## src/rtl/issue_broadcaster.sv

```systemverilog
// issue_broadcaster: streams one W x H x D image from image memory onto the
// shared allocator broadcast bus in Z/Y/X order (X innermost), one beat per
// cycle. A small skid FIFO decouples the one-cycle memory read latency from
// the stall input; read credit keeps that FIFO from ever overflowing.
module issue_broadcaster #(
  parameter int DATA_W     = 18,
  parameter int COORD_W    = 8,
  parameter int DEPTH_W    = 13,
  parameter int ADDR_W     = 16,
  parameter int FIFO_DEPTH = 2
) (
  input  logic               clk,
  input  logic               rst,
  input  logic               start,
  input  logic [ADDR_W-1:0]  cfg_base,
  input  logic [COORD_W-1:0] cfg_width,
  input  logic [COORD_W-1:0] cfg_height,
  input  logic [DEPTH_W-1:0] cfg_depth,
  output logic               mem_rd_en,
  output logic [ADDR_W-1:0]  mem_addr,
  input  logic [DATA_W-1:0]  mem_rd_data,
  output logic [COORD_W-1:0] issue_x,
  output logic [COORD_W-1:0] issue_y,
  output logic [DATA_W-1:0]  issue_data,
  output logic               issue_blocked,
  input  logic               issue_block,
  output logic               busy,
  output logic               done
);

  localparam int PTR_W = (FIFO_DEPTH > 1) ? $clog2(FIFO_DEPTH) : 1;
  localparam int CW    = $clog2(FIFO_DEPTH + 2) + 1;

  typedef enum logic [1:0] {IDLE = 2'd0, RUN = 2'd1, DONE = 2'd2} state_t;

  state_t state_r, state_next_s;

  // latched frame configuration
  logic [COORD_W-1:0] w_r, h_r;
  logic [DEPTH_W-1:0] d_r;

  // read-side walker
  logic [COORD_W-1:0] rx_r, ry_r;
  logic [DEPTH_W-1:0] rz_r;
  logic [ADDR_W-1:0]  addr_r;
  logic               issued_all_r;

  // read response tracking: coordinates travel alongside the read
  logic               inflight_r;
  logic [COORD_W-1:0] fx_r, fy_r;
  logic               flast_r;

  // skid FIFO storage
  logic [COORD_W-1:0] fifo_x_r    [FIFO_DEPTH];
  logic [COORD_W-1:0] fifo_y_r    [FIFO_DEPTH];
  logic [DATA_W-1:0]  fifo_d_r    [FIFO_DEPTH];
  logic               fifo_last_r [FIFO_DEPTH];
  logic [PTR_W-1:0]   rd_ptr_r, wr_ptr_r;
  logic [CW-1:0]      count_r;

  logic          start_ok_s, zero_cfg_s, read_last_s;
  logic          push_s, pop_s, last_pop_s;
  logic [CW-1:0] occ_s;

  function automatic logic [PTR_W-1:0] next_ptr(input logic [PTR_W-1:0] p);
    return (p == PTR_W'(FIFO_DEPTH - 1)) ? '0 : p + PTR_W'(1);
  endfunction

  // bus, credit and frame-boundary decode
  always_comb begin
    start_ok_s    = (state_r == IDLE) && start;
    zero_cfg_s    = (cfg_width == '0) || (cfg_height == '0) || (cfg_depth == '0);
    read_last_s   = (rx_r == w_r - COORD_W'(1)) && (ry_r == h_r - COORD_W'(1)) &&
                    (rz_r == d_r - DEPTH_W'(1));
    issue_blocked = (count_r == '0) || issue_block;
    pop_s         = !issue_blocked;
    push_s        = inflight_r;
    last_pop_s    = pop_s && fifo_last_r[rd_ptr_r];
    occ_s         = count_r + CW'(inflight_r) - CW'(pop_s);
    mem_rd_en     = (state_r == RUN) && !issued_all_r && (occ_s < CW'(FIFO_DEPTH));
    mem_addr      = addr_r;
    issue_x       = fifo_x_r[rd_ptr_r];
    issue_y       = fifo_y_r[rd_ptr_r];
    issue_data    = fifo_d_r[rd_ptr_r];
  end

  // state register
  always_ff @(posedge clk or posedge rst) begin
    if (rst) state_r <= IDLE;
    else     state_r <= state_next_s;
  end

  // next-state logic
  always_comb begin
    state_next_s = state_r;
    case (state_r)
      IDLE:    if (start) state_next_s = zero_cfg_s ? DONE : RUN;
               else       state_next_s = IDLE;
      RUN:     if (last_pop_s) state_next_s = DONE;
               else            state_next_s = RUN;
      DONE:    state_next_s = IDLE;
      default: state_next_s = IDLE;
    endcase
  end

  // state-decoded outputs
  always_comb begin
    case (state_r)
      RUN:     begin busy = 1'b1; done = 1'b0; end
      DONE:    begin busy = 1'b0; done = 1'b1; end
      default: begin busy = 1'b0; done = 1'b0; end
    endcase
  end

  // config latch and Z/Y/X read walker with incrementing address
  always_ff @(posedge clk or posedge rst) begin
    if (rst) begin
      w_r <= '0; h_r <= '0; d_r <= '0;
      rx_r <= '0; ry_r <= '0; rz_r <= '0;
      addr_r <= '0; issued_all_r <= 1'b0;
    end else if (start_ok_s) begin
      w_r <= cfg_width; h_r <= cfg_height; d_r <= cfg_depth;
      rx_r <= '0; ry_r <= '0; rz_r <= '0;
      addr_r <= cfg_base; issued_all_r <= 1'b0;
    end else if (mem_rd_en) begin
      addr_r       <= addr_r + ADDR_W'(1);
      issued_all_r <= read_last_s;
      if (rx_r == w_r - COORD_W'(1)) begin
        rx_r <= '0;
        if (ry_r == h_r - COORD_W'(1)) begin
          ry_r <= '0;
          rz_r <= rz_r + DEPTH_W'(1);
        end else begin
          ry_r <= ry_r + COORD_W'(1);
        end
      end else begin
        rx_r <= rx_r + COORD_W'(1);
      end
    end else begin
      issued_all_r <= issued_all_r;
    end
  end

  // in-flight read tag, aligned with the returning memory word
  always_ff @(posedge clk or posedge rst) begin
    if (rst) begin
      inflight_r <= 1'b0; fx_r <= '0; fy_r <= '0; flast_r <= 1'b0;
    end else begin
      inflight_r <= mem_rd_en;
      fx_r       <= rx_r;
      fy_r       <= ry_r;
      flast_r    <= read_last_s;
    end
  end

  // skid FIFO: push returning words, pop on each transferred beat
  always_ff @(posedge clk or posedge rst) begin
    if (rst) begin
      for (int i = 0; i < FIFO_DEPTH; i++) begin
        fifo_x_r[i] <= '0; fifo_y_r[i] <= '0;
        fifo_d_r[i] <= '0; fifo_last_r[i] <= 1'b0;
      end
      rd_ptr_r <= '0; wr_ptr_r <= '0; count_r <= '0;
    end else begin
      if (push_s) begin
        fifo_x_r[wr_ptr_r]    <= fx_r;
        fifo_y_r[wr_ptr_r]    <= fy_r;
        fifo_d_r[wr_ptr_r]    <= mem_rd_data;
        fifo_last_r[wr_ptr_r] <= flast_r;
        wr_ptr_r              <= next_ptr(wr_ptr_r);
      end else begin
        wr_ptr_r <= wr_ptr_r;
      end
      if (pop_s) rd_ptr_r <= next_ptr(rd_ptr_r);
      else       rd_ptr_r <= rd_ptr_r;
      count_r <= count_r + CW'(push_s) - CW'(pop_s);
    end
  end

endmodule

```

## config.mk

```make
export PLATFORM = sky130hd
export DESIGN_NAME = issue_broadcaster
export DESIGN_NICKNAME = d
export VERILOG_FILES = /design/src/rtl/issue_broadcaster.sv
export SDC_FILE = /design/constraint.sdc
export NUM_CORES = 1
export LEC_CHECK = 0
export BUFFER_PORTS_ARGS = -buffer_cell sky130_fd_sc_hd__buf_2
export CAP_MARGIN = 5
export CORE_ASPECT_RATIO = 2
export CORE_MARGIN = 2
export CORE_UTILIZATION = 30
export CTS_CLUSTER_SIZE = 24
export DETAILED_ROUTE_END_ITERATION = 7
export GPL_ROUTABILITY_DRIVEN = 0
export PLACE_DENSITY_LB_ADDON = 0.1
export SLEW_MARGIN = 30
export SYNTH_ARGS = -nofsm -noshare
export SYNTH_HDL_FRONTEND = slang
export SYNTH_SLANG_ARGS = --single-unit
```

## constraint.sdc

```tcl
create_clock -name clk -period 4.9 [get_ports clk]
set_input_delay 0.49 -clock clk [delete_from_list [all_inputs] [get_ports clk]]
set_output_delay 0.49 -clock clk [all_outputs]
set_load 0.05 [all_outputs]
```

==> reports/qor.csv, run 1 <==
stage,metric,value,unit
outcome,status,completed,
die,io_pins,121,
pwr,max-vdd-ir-drop,266,uV
placed_design,port_buffers,120,
synth,ys_seq_elements,170,
timing,fin_crit,4.13,ns
clock_network,htree_levels,4,
synth,synth_top_cell_area_share,51.2,%
routing,route.detailed.wl_per_inst,16.7,um
finish,final_core_util,36.3,%
routing,num_vias,6070,
global_routing,grt_pass1_wl,33.5,mm
critical_path,worstSetupEndpointType,primary output,
timing,slew_viol_final,0,
job,drv_cap,0,
finish,num_antenna_cells,0,
synth,synth_cell_types,57,
critical_path,cp-start-kind,flop,
synth,synth.cell_area,8310,um2
finish,syn_to_final_growth,19.8,%
synth,yosysSeqAreaShare,51.2,%
synth,yosysTopAreaCell,dfrtp_1,
global_routing,grt_pass1_vias,6309,
pwr,internal-power,3.82,mW
routing,antenna_left,0,
timing,finClkSkew,0.00879,ns
synth,synth_warnings,0,
finish,fin_nets,960,
routing,firstDrtPassIters,4,
finish,final_cells,1248,
clock_network,numClockSinks,170,
critical_path,critPathMaxStageDelay,0.60,ns
clock_network,clk_pin_slew,0.07,ns
routing,first_iter_violations,201,
pwr,swShare,43.0,%
routing,via_per_inst,4.86,
clock_network,tritoncts,yes,
placed_design,dp_cells,1215,
pwr,pwr-share-seq,35.5,%
clock_network,clock_latency,0.44,ns
die,die_x,122,um
global_routing,antenna_found_initial,0,
synth,synth-async-reset-ratio,100,%
synth,ys.flop_type,dfrtp_1,
die,dieArea,29100,um2
pwr,pwr-share-clk,21.9,%
timing,worstMarginPinSlew,0.704,ns
finish,final_area,9960,um2
placed_design,dp_slack,0.835,ns
critical_path,arrival,3.64,ns
synth,synth_enable_flop_cells,0,
placed_design,hpwl,14.6,mm
routing,drc_errors,0,
global_routing,grt_start_max_net_pins,171,
synth,synth_nets,851,
pwr,power-per-cell-area,672,nW/um2
pwr,combPwrFrac,42.5,%
die,chipHeight,239,um
timing,hold_viol,0,
pwr,power_leakage,4.51,nW
clock_network,cts-root-buf,clkbuf_16,
critical_path,required,4.41,ns
synth,avgSynthCellArea,10.7,um2
timing,rsz0062_at_grt,false,
timing,fmax,242,MHz
clock_network,cts_resized,0,
timing,fin_setup_tns,0,ns
critical_path,cp_max_fo,16,
die,num_rows,86,
global_routing,gr-total-overflow,0,
synth,synth_area_leaders,"dfrtp_1 51%, mux2_2 14%, nand2_1 5.6%, xor2_1 3.2%, xnor2_1 2.7%",
timing,max-slew-margin-rel,52.7,%
timing,fin_crit_sh,84.4,%
clock_network,max-clock-path-buffers,2,
global_routing,grtUsageTotal,15.0,%
critical_path,critPathKind,flop to primary output,
clock_network,postCtsSetupRepairBufs,0,
timing,setup_violations,0,
critical_path,critPathSlowestCell,or4_1,
placed_design,placed_area,9290,um2
synth,synthCells,774,
pwr,power_switching,2.88,mW
finish,layout-drive-gt1-share,30.5,%
critical_path,crit_path_cell_trace,nor3_1 > nor2_1 > ha_1 > inv_1 > ha_1 > fa_1 > xnor3_1 > or4_1 > inv_1 > buf_4 > buf_2,
clock_network,cts_inserted_buffers,17,
min_path,hold_class,primary input to async pin,
clock_network,postCtsHoldBufs,0,
die,coreArea,27400,um2
timing,fin_ws,0.766,ns
routing,wirelength,20.9,mm
die,initial_utilization,30.3,%
[logic make-up after synthesis]
logic type	synth area share, %
simple gates	15.9
compound gates	7.80
xor+xnor	6.17
buf+inv	2.63
mux	14.7
fa+ha+maj	1.60
flops	51.2
[synthesized netlist by cell type (9+ instances only)]
| cell type | n |
|---|---|
| nor3_1 | 16 |
| a21oi_1 | 16 |
| nand2_1 | 123 |
| and3_1 | 9 |
| inv_1 | 22 |
| nor2_1 | 33 |
| nand3_1 | 24 |
| nor4_1 | 10 |
| o21ai_0 | 35 |
| xnor2_1 | 26 |
| nand4_1 | 10 |
| dfrtp_1 | 170 |
| xor2_1 | 30 |
| mux2_2 | 104 |
| ha_1 | 9 |
| clkbuf_1 | 29 |
[final cells by class]
cell class	instances	area, um2
clock buffer	18	439
clock inverter	14	195
fill	2831	17500
inverter	22	86.3
multi-input combinational	546	3860
sequential	170	4260
tap	352	440
timing repair buffer	126	678
[sequential cells by signal, indices dropped and copies added, names as in the netlist, 13 cells and up]
signal,cells
fifo_x_r,16
d_r,13
fifo_y_r,16
mem_addr,16
rz_r,13
fifo_d_r,36
[routing by layer]
metal | global-route usage [%] | up-vias | share of wire, %
met4 | 5.71 | 0 | 2.1
met5 | 0 | - | 0
met3 | 3.40 | 25 | 3.3
li1 | - | 2940 | -
met2 | 28.4 | 103 | 56
met1 | 15.9 | 3002 | 39
[critical path: cells and delay by family, from the launching register on]
kind,cells,cell delay (ns)
simple gates,3,0.91
fa+ha+maj,3,0.82
buf+inv,4,0.66
flops,1,0.41
xor+xnor,1,0.39
[final timing paths]
| check | start | to | slack [ns] | cells after the start |
|---|---|---|---|---|
| worst min register to register | ry_r[7]$_DFFE_PP0P_ | fy_r[7]$_DFF_PP0_ | 0.45 | 0 |
| max in group asynchronous | rst | d_r[5]$_DFFE_PP0P_ | 3.86 | 4 |
| worst max-delay path | count_r[1]$_DFF_PP0_ | mem_rd_en | 0.77 | 11 |
| worst min-delay path | rst | mem_addr[12]$_DFFE_PP0P_ | 0.13 | 3 |
| worst max register to register | count_r[1]$_DFF_PP0_ | rz_r[10]$_DFFE_PP0P_ | 0.83 | 13 |
| min in group clk | cfg_base[4] | mem_addr[4]$_DFFE_PP0P_ | 0.25 | 3 |
[power by group through the flow]
stage	logic (mW)	registers, mW	clock network, mW
final	2.85	2.38	1.47
after global routing	3.09	2.46	1.59
after CTS	2.89	2.39	1.53
after detailed placement	2.88	2.42	0
after global placement	2.86	2.41	0
after floorplan	2.16	2.39	0
[through the flow]
stage                     power (mW)  hold slack, ns
after floorplan                 4.56           0.352
after global placement          5.27           0.445
after detailed placement        5.30           0.442
after CTS                       6.81           0.217
after global routing            7.14           0.136
final                           6.69           0.132
[cell usage in the layout (no fill, tap or decap), types with 4 or more instances in the layout]
cell type | Yosys | routed
a211oi_1 | 4 | 4
a21oi_1 | 16 | 16
a22o_1 | 5 | 5
a31oi_1 | 6 | 5
and3_1 | 9 | 9
buf_2 | 1 | 120
buf_4 | 0 | 4
bufinv_16 | 0 | 4
clkbuf_16 | 0 | 17
clkinv_2 | 0 | 4
dfrtp_1 | 170 | 169
ha_1 | 9 | 9
inv_1 | 22 | 21
mux2_2 | 104 | 104
mux2i_1 | 5 | 5
nand2_1 | 123 | 122
nand2b_1 | 8 | 8
nand3_1 | 24 | 24
nand4_1 | 10 | 10
nor2_1 | 33 | 33
nor2b_1 | 5 | 4
nor3_1 | 16 | 16
nor4_1 | 10 | 10
o211ai_1 | 5 | 5
o21ai_0 | 35 | 35
o22ai_1 | 4 | 4
o31ai_1 | 5 | 5
or4_1 | 8 | 8
or4b_1 | 4 | 4
xnor2_1 | 26 | 26
xor2_1 | 30 | 30
Note: power is estimated with default switching activity, not from simulation.
==> run 2, diff against run 1 <==
==> constraint.sdc (replaced) <==
create_clock -name clk -period 3.5 [get_ports clk]
set_input_delay 0.35 -clock clk [delete_from_list [all_inputs] [get_ports clk]]
set_output_delay 0.35 -clock clk [all_outputs]
set_load 0.05 [all_outputs]
==> reports/qor.csv, run 2 (synthesis results as in run 1) <==
stage,metric,value,unit
finish,most-common-layout-cells,"169 x dfrtp_1, 122 x nand2_1, 119 x buf_2",
routing,num_vias,6173,
routing,top_layer_used,met4,
placed_design,placed_area,9410,um2
die,dieArea,29100,um2
placed_design,hpwl,15.4,mm
routing,wirelength,21.5,mm
job,drv_cap,0,
timing,finClkSkew,0.00901,ns
critical_path,critPathKind,flop to primary output,
timing,setup_violations,0,
pwr,max-vdd-ir-drop,533,uV
die,io_pins,121,
finish,top_register,fifo_d_r,
global_routing,grt_start_max_net_pins,103,
critical_path,arrival,3.04,ns
clock_network,clock_latency,0.44,ns
placed_design,port_buffers,120,
pwr,power-per-cell-area,946,nW/um2
die,coreArea,27400,um2
global_routing,grtUsageTotal,15.3,%
finish,final_common_cell,dfrtp_1,
finish,largest_reg_flops,36,
routing,antenna_left,0,
die,chipHeight,239,um
routing,route.detailed.wl_per_inst,17.1,um
timing,fin_hold_ws,0.110,ns
die,initial_utilization,30.3,%
finish,syn_to_final_growth,21.4,%
min_path,hold_class,primary input to flop,
global_routing,grt_pass1_wl,33.9,mm
die,num_rows,86,
routing,via_per_inst,4.89,
clock_network,cts-root-buf,clkbuf_16,
pwr,pwr-share-clk,19.7,%
routing,firstDrtPassIters,4,
pwr,combPwrFrac,45.6,%
global_routing,grt_pass1_vias,6400,
clock_network,tritoncts,yes,
finish,final_area,10100,um2
critical_path,cp_max_fo,5,
global_routing,antenna_found_initial,0,
finish,num_antenna_cells,0,
timing,worstMarginPinSlew,0.942,ns
clock_network,cts_inserted_buffers,17,
timing,slew_viol_final,0,
pwr,power_leakage,4.56,nW
pwr,pwr-share-seq,34.7,%
timing,fmax,295,MHz
timing,fin_crit_sh,96.7,%
clock_network,numClockSinks,170,
routing,routedLengthMet1,8.05,mm
timing,hold_viol,0,
routing,first_iter_violations,225,
timing,max-slew-margin-rel,37.2,%
critical_path,worstSetupEndpointType,primary output,
die,die_x,122,um
critical_path,required,3.15,ns
clock_network,htree_levels,4,
finish,fin_nets,977,
timing,fin_crit,3.39,ns
routing,wl_met3,680,um
finish,layout-drive-gt1-share,31.9,%
global_routing,gr-total-overflow,0,
clock_network,clk_pin_slew,0.06,ns
clock_network,max-clock-path-buffers,2,
pwr,swShare,42.6,%
routing,met2_wirelength,12.3,mm
routing,drc_errors,0,
outcome,status,completed,
critical_path,cp-start-kind,flop,
pwr,power_switching,4.06,mW
pwr,internal-power,5.48,mW
-- run 2: changes by cell type in the layout (fill, tap and decap cells not counted), sizes merged --
cell and change:
buf +16, bufinv -2, clkbuf +1, clkinv -2
clkinvlp +2, dlygate4sd3 +1, inv -1
-- run 2: layout make-up --
type | count | area [um2]
multi-input cells | 546 | 3880
fillers | 2802 | 17400
repair buffers | 143 | 845
inverters | 22 | 88.8
clock buffers | 19 | 453
well taps | 352 | 440
flip-flops and latches | 170 | 4260
clock inverters | 11 | 123
-- run 2: power by group through the flow --
stage               logic [mW]  clock network (mW)  registers (mW)
finish                    4.35                1.88            3.31
global route              4.72                2.03            3.43
CTS                       4.27                1.97            3.33
detailed placement        4.15                   0            3.37
global placement          4.12                   0            3.35
floorplan                 3.07                   0            3.35
-- run 2: what timing repair did --
item                       CTS  global route
resized for setup            8             6
pin swaps                    0             6
setup buffers                0             3
hold endpoints to repair     5             0
hold buffers                 1             0
setup endpoints to repair    2            11
-- run 2: metrics by stage --
| step | std cells | setup slack [ns] | TNS, ns | power [mW] | util, % |
|---|---|---|---|---|---|
| floorplan | 774 | 0.0228 | 0 | 6.41 | - |
| global placement | 1229 | 0.0968 | 0 | 7.48 | 34.3 |
| detailed placement | 1229 | -0.0272 | -0.0272 | 7.52 | 34.3 |
| CTS | 1260 | -0.00232 | -0.00447 | 9.56 | 36.5 |
| global route | 1263 | -0.0286 | -0.0455 | 10.2 | 36.8 |
| finish | 1263 | 0.114 | 0 | 9.54 | 36.8 |
-- run 2: path summary, 6_finish.rpt --
kind	start	endpoint	slack [ns]	cells after the start
min reg2reg	ry_r[7]$_DFFE_PP0P_	fy_r[7]$_DFF_PP0_	0.47	0
max reg2reg	count_r[1]$_DFF_PP0_	rz_r[10]$_DFFE_PP0P_	0.13	13
min	cfg_base[4]	mem_addr[4]$_DFFE_PP0P_	0.11	3
max	count_r[1]$_DFF_PP0_	mem_rd_en	0.11	11
max in group asynchronous	rst	fifo_d_r[8]$_DFFE_PP0P_	2.31	4
min in group asynchronous	rst	fifo_x_r[3]$_DFFE_PP0P_	0.38	3
-- run 2: routing by layer --
metal | up-vias | track usage, %
li1 | 2975 | -
met1 | 3059 | 15.5
met2 | 115 | 29.5
met3 | 24 | 3.64
met4 | 0 | 5.68
met5 | - | 0
-- run 2: worst max-delay path, cell delays in order, from the launching register on --
cell and delay [ns]:
dfrtp_1 0.39, nor3_2 0.17, nor2_1 0.07, ha_1 0.28, inv_1 0.04, ha_1 0.18, fa_2 0.33, xnor3_1 0.21
or4_4 0.59, inv_4 0.09, buf_12 0.12, buf_12 0.13
==> run 3, diff against run 2 <==
--- a/config.mk
+++ b/config.mk
@@ -13,6 +13,7 @@
 export CTS_CLUSTER_SIZE = 24
 export DETAILED_ROUTE_END_ITERATION = 7
 export GPL_ROUTABILITY_DRIVEN = 0
+export GPL_TIMING_DRIVEN = 0
 export PLACE_DENSITY_LB_ADDON = 0.1
 export SLEW_MARGIN = 30
 export SYNTH_ARGS = -nofsm -noshare
==> reports/qor.csv, run 3 (synthesis results as in run 1) <==
stage,metric,value,unit
die,chipHeight,239,um
timing,setup_violations,0,
pwr,max-vdd-ir-drop,658,uV
placed_design,dp_slack,-0.535,ns
global_routing,gr-total-overflow,0,
routing,wirelength,22.7,mm
timing,max-slew-margin-rel,50.7,%
pwr,power_leakage,4.70,nW
pwr,power_switching,4.17,mW
job,drv_cap,0,
clock_network,cts-root-buf,clkbuf_16,
critical_path,worstSetupEndpointType,primary output,
finish,fin_nets,1011,
critical_path,r2r_slack,0.06,ns
timing,fmax,287,MHz
timing,rsz0062_at_grt,true,
pwr,combPwrFrac,47.0,%
pwr,total_power,9.90,mW
finish,largest_reg_flops,36,
clock_network,max-clock-path-buffers,2,
clock_network,clk_pin_slew,0.06,ns
finish,multi_input_area,3960,um2
pwr,pwr-share-clk,20.8,%
clock_network,tritoncts,yes,
finish,num_antenna_cells,0,
routing,firstDrtPassIters,5,
critical_path,critPathKind,flop to primary output,
die,dieArea,29100,um2
timing,fin_setup_tns,0,ns
critical_path,crit_family,simple AND/OR/NAND/NOR gates,
finish,syn_to_final_growth,26.0,%
timing,slew_viol_final,0,
placed_design,dp_cells,1253,
clock_network,cts_inserted_buffers,17,
timing,worstMarginPinSlew,0.740,ns
timing,fin_crit_sh,99.6,%
timing,hold_viol,0,
outcome,status,completed,
timing,fin_ws,0.0148,ns
finish,register_area,4250,um2
global_routing,grt_start_max_net_pins,29,
finish,final_cells,1298,
timing,fin_hold_ws,0.106,ns
routing,first_iter_violations,197,
pwr,swShare,42.1,%
die,initial_utilization,30.3,%
finish,layout-drive-gt1-share,32.6,%
pwr,internal-power,5.74,mW
clock_network,htree_levels,4,
critical_path,path_buf_inv,5,
placed_design,port_buffers,120,
finish,top_register,fifo_d_r,
routing,antenna_left,0,
die,num_rows,86,
timing,fin_crit,3.49,ns
placed_design,hpwl,17.5,mm
global_routing,grt_pass1_wl,35.7,mm
die,die_x,122,um
critical_path,critPathMaxStageDelay,0.57,ns
min_path,hold_class,primary input to flop,
placed_design,placed_area,9530,um2
global_routing,grt_pass1_vias,6544,
finish,final_area,10500,um2
pwr,pwr-share-seq,32.2,%
routing,num_vias,6288,
finish,fillers,2818,
critical_path,arrival,3.14,ns
routing,drc_errors,0,
timing,finClkSkew,0.00632,ns
routing,route.detailed.wl_per_inst,17.5,um
critical_path,required,3.15,ns
pwr,power-per-cell-area,946,nW/um2
clock_network,numClockSinks,170,
critical_path,cp_common_cell,buf_12,
critical_path,cp-start-kind,flop,
die,coreArea,27400,um2
clock_network,clock_latency,0.44,ns
critical_path,crit_path_cell_trace,nor3_2 > nor2_2 > ha_1 > inv_1 > ha_2 > fa_2 > xnor3_1 > or4_4 > buf_12 > clkinv_8 > buf_12 > buf_12,
finish,final_core_util,38.2,%
finish,final_common_cell,dfrtp_1,
finish,most-common-layout-cells,"170 x dfrtp_1, 122 x nand2_1, 120 x buf_2",
die,io_pins,121,
routing,via_per_inst,4.84,
global_routing,grtUsageTotal,16.4,%
critical_path,cp_max_fo,6,
global_routing,antenna_found_initial,0,
critical_path,critPathSlowestCell,or4_4,
run 3: tightest hold or removal path, cell delays in order:
cell and delay (ns):
buf_2 0.08, nand2_1 0.03, o21ai_0 0.05
run 3: final timing paths:
kind                                       from                  endpoint  depth (start not counted)
max                        count_r[0]$_DFF_PP0_                 mem_rd_en                         12
min                                 cfg_base[3]   mem_addr[3]$_DFFE_PP0P_                          3
max reg2reg                count_r[0]$_DFF_PP0_       rz_r[9]$_DFFE_PP0P_                         14
min reg2reg                 rx_r[6]$_DFFE_PP0P_         fx_r[6]$_DFF_PP0_                          0
max in group asynchronous                   rst  fifo_d_r[34]$_DFFE_PP0P_                          7
min in group asynchronous                   rst        w_r[2]$_DFFE_PP0P_                          3
run 3: area by class of cell:
| class | count | share of cell area, % |
|---|---|---|
| inverter | 22 | 0.944 |
| tap | 352 | 4.21 |
| sequential | 170 | 40.6 |
| timing repair buffer | 143 | 8.81 |
| multi-input combinational | 546 | 37.9 |
| buffer | 34 | 1.48 |
| clock inverter | 10 | 1.58 |
| clock buffer | 21 | 4.49 |
run 3: power by group through the flow:
stage	clock network (mW)	registers [mW]	logic, mW
floorplan	0	3.35	3.07
global placement	0	3.22	4.22
detailed placement	0	3.23	4.27
CTS	2.13	3.20	4.59
global route	2.20	3.29	5.05
finish	2.06	3.19	4.66
run 3: metal layers:
| metal | global-route usage, % | wire [um] |
|---|---|---|
| met2 | 32.7 | 13400 |
| met1 | 15.6 | 7880 |
| met5 | 0 | 0 |
| met4 | 7.59 | 740 |
| met3 | 3.10 | 739 |
run 3: timing repair:
| action | 4_1_cts | 5_1_grt |
|---|---|---|
| endpoints found under the setup margin | 31 | 26 |
| hold buffers | 1 | 0 |
| resized for setup | 17 | 38 |
| endpoints found under the hold margin | 15 | 0 |
| pin swaps | 6 | 15 |
| buffers inserted | 9 | 5 |
| cloned | 0 | 1 |
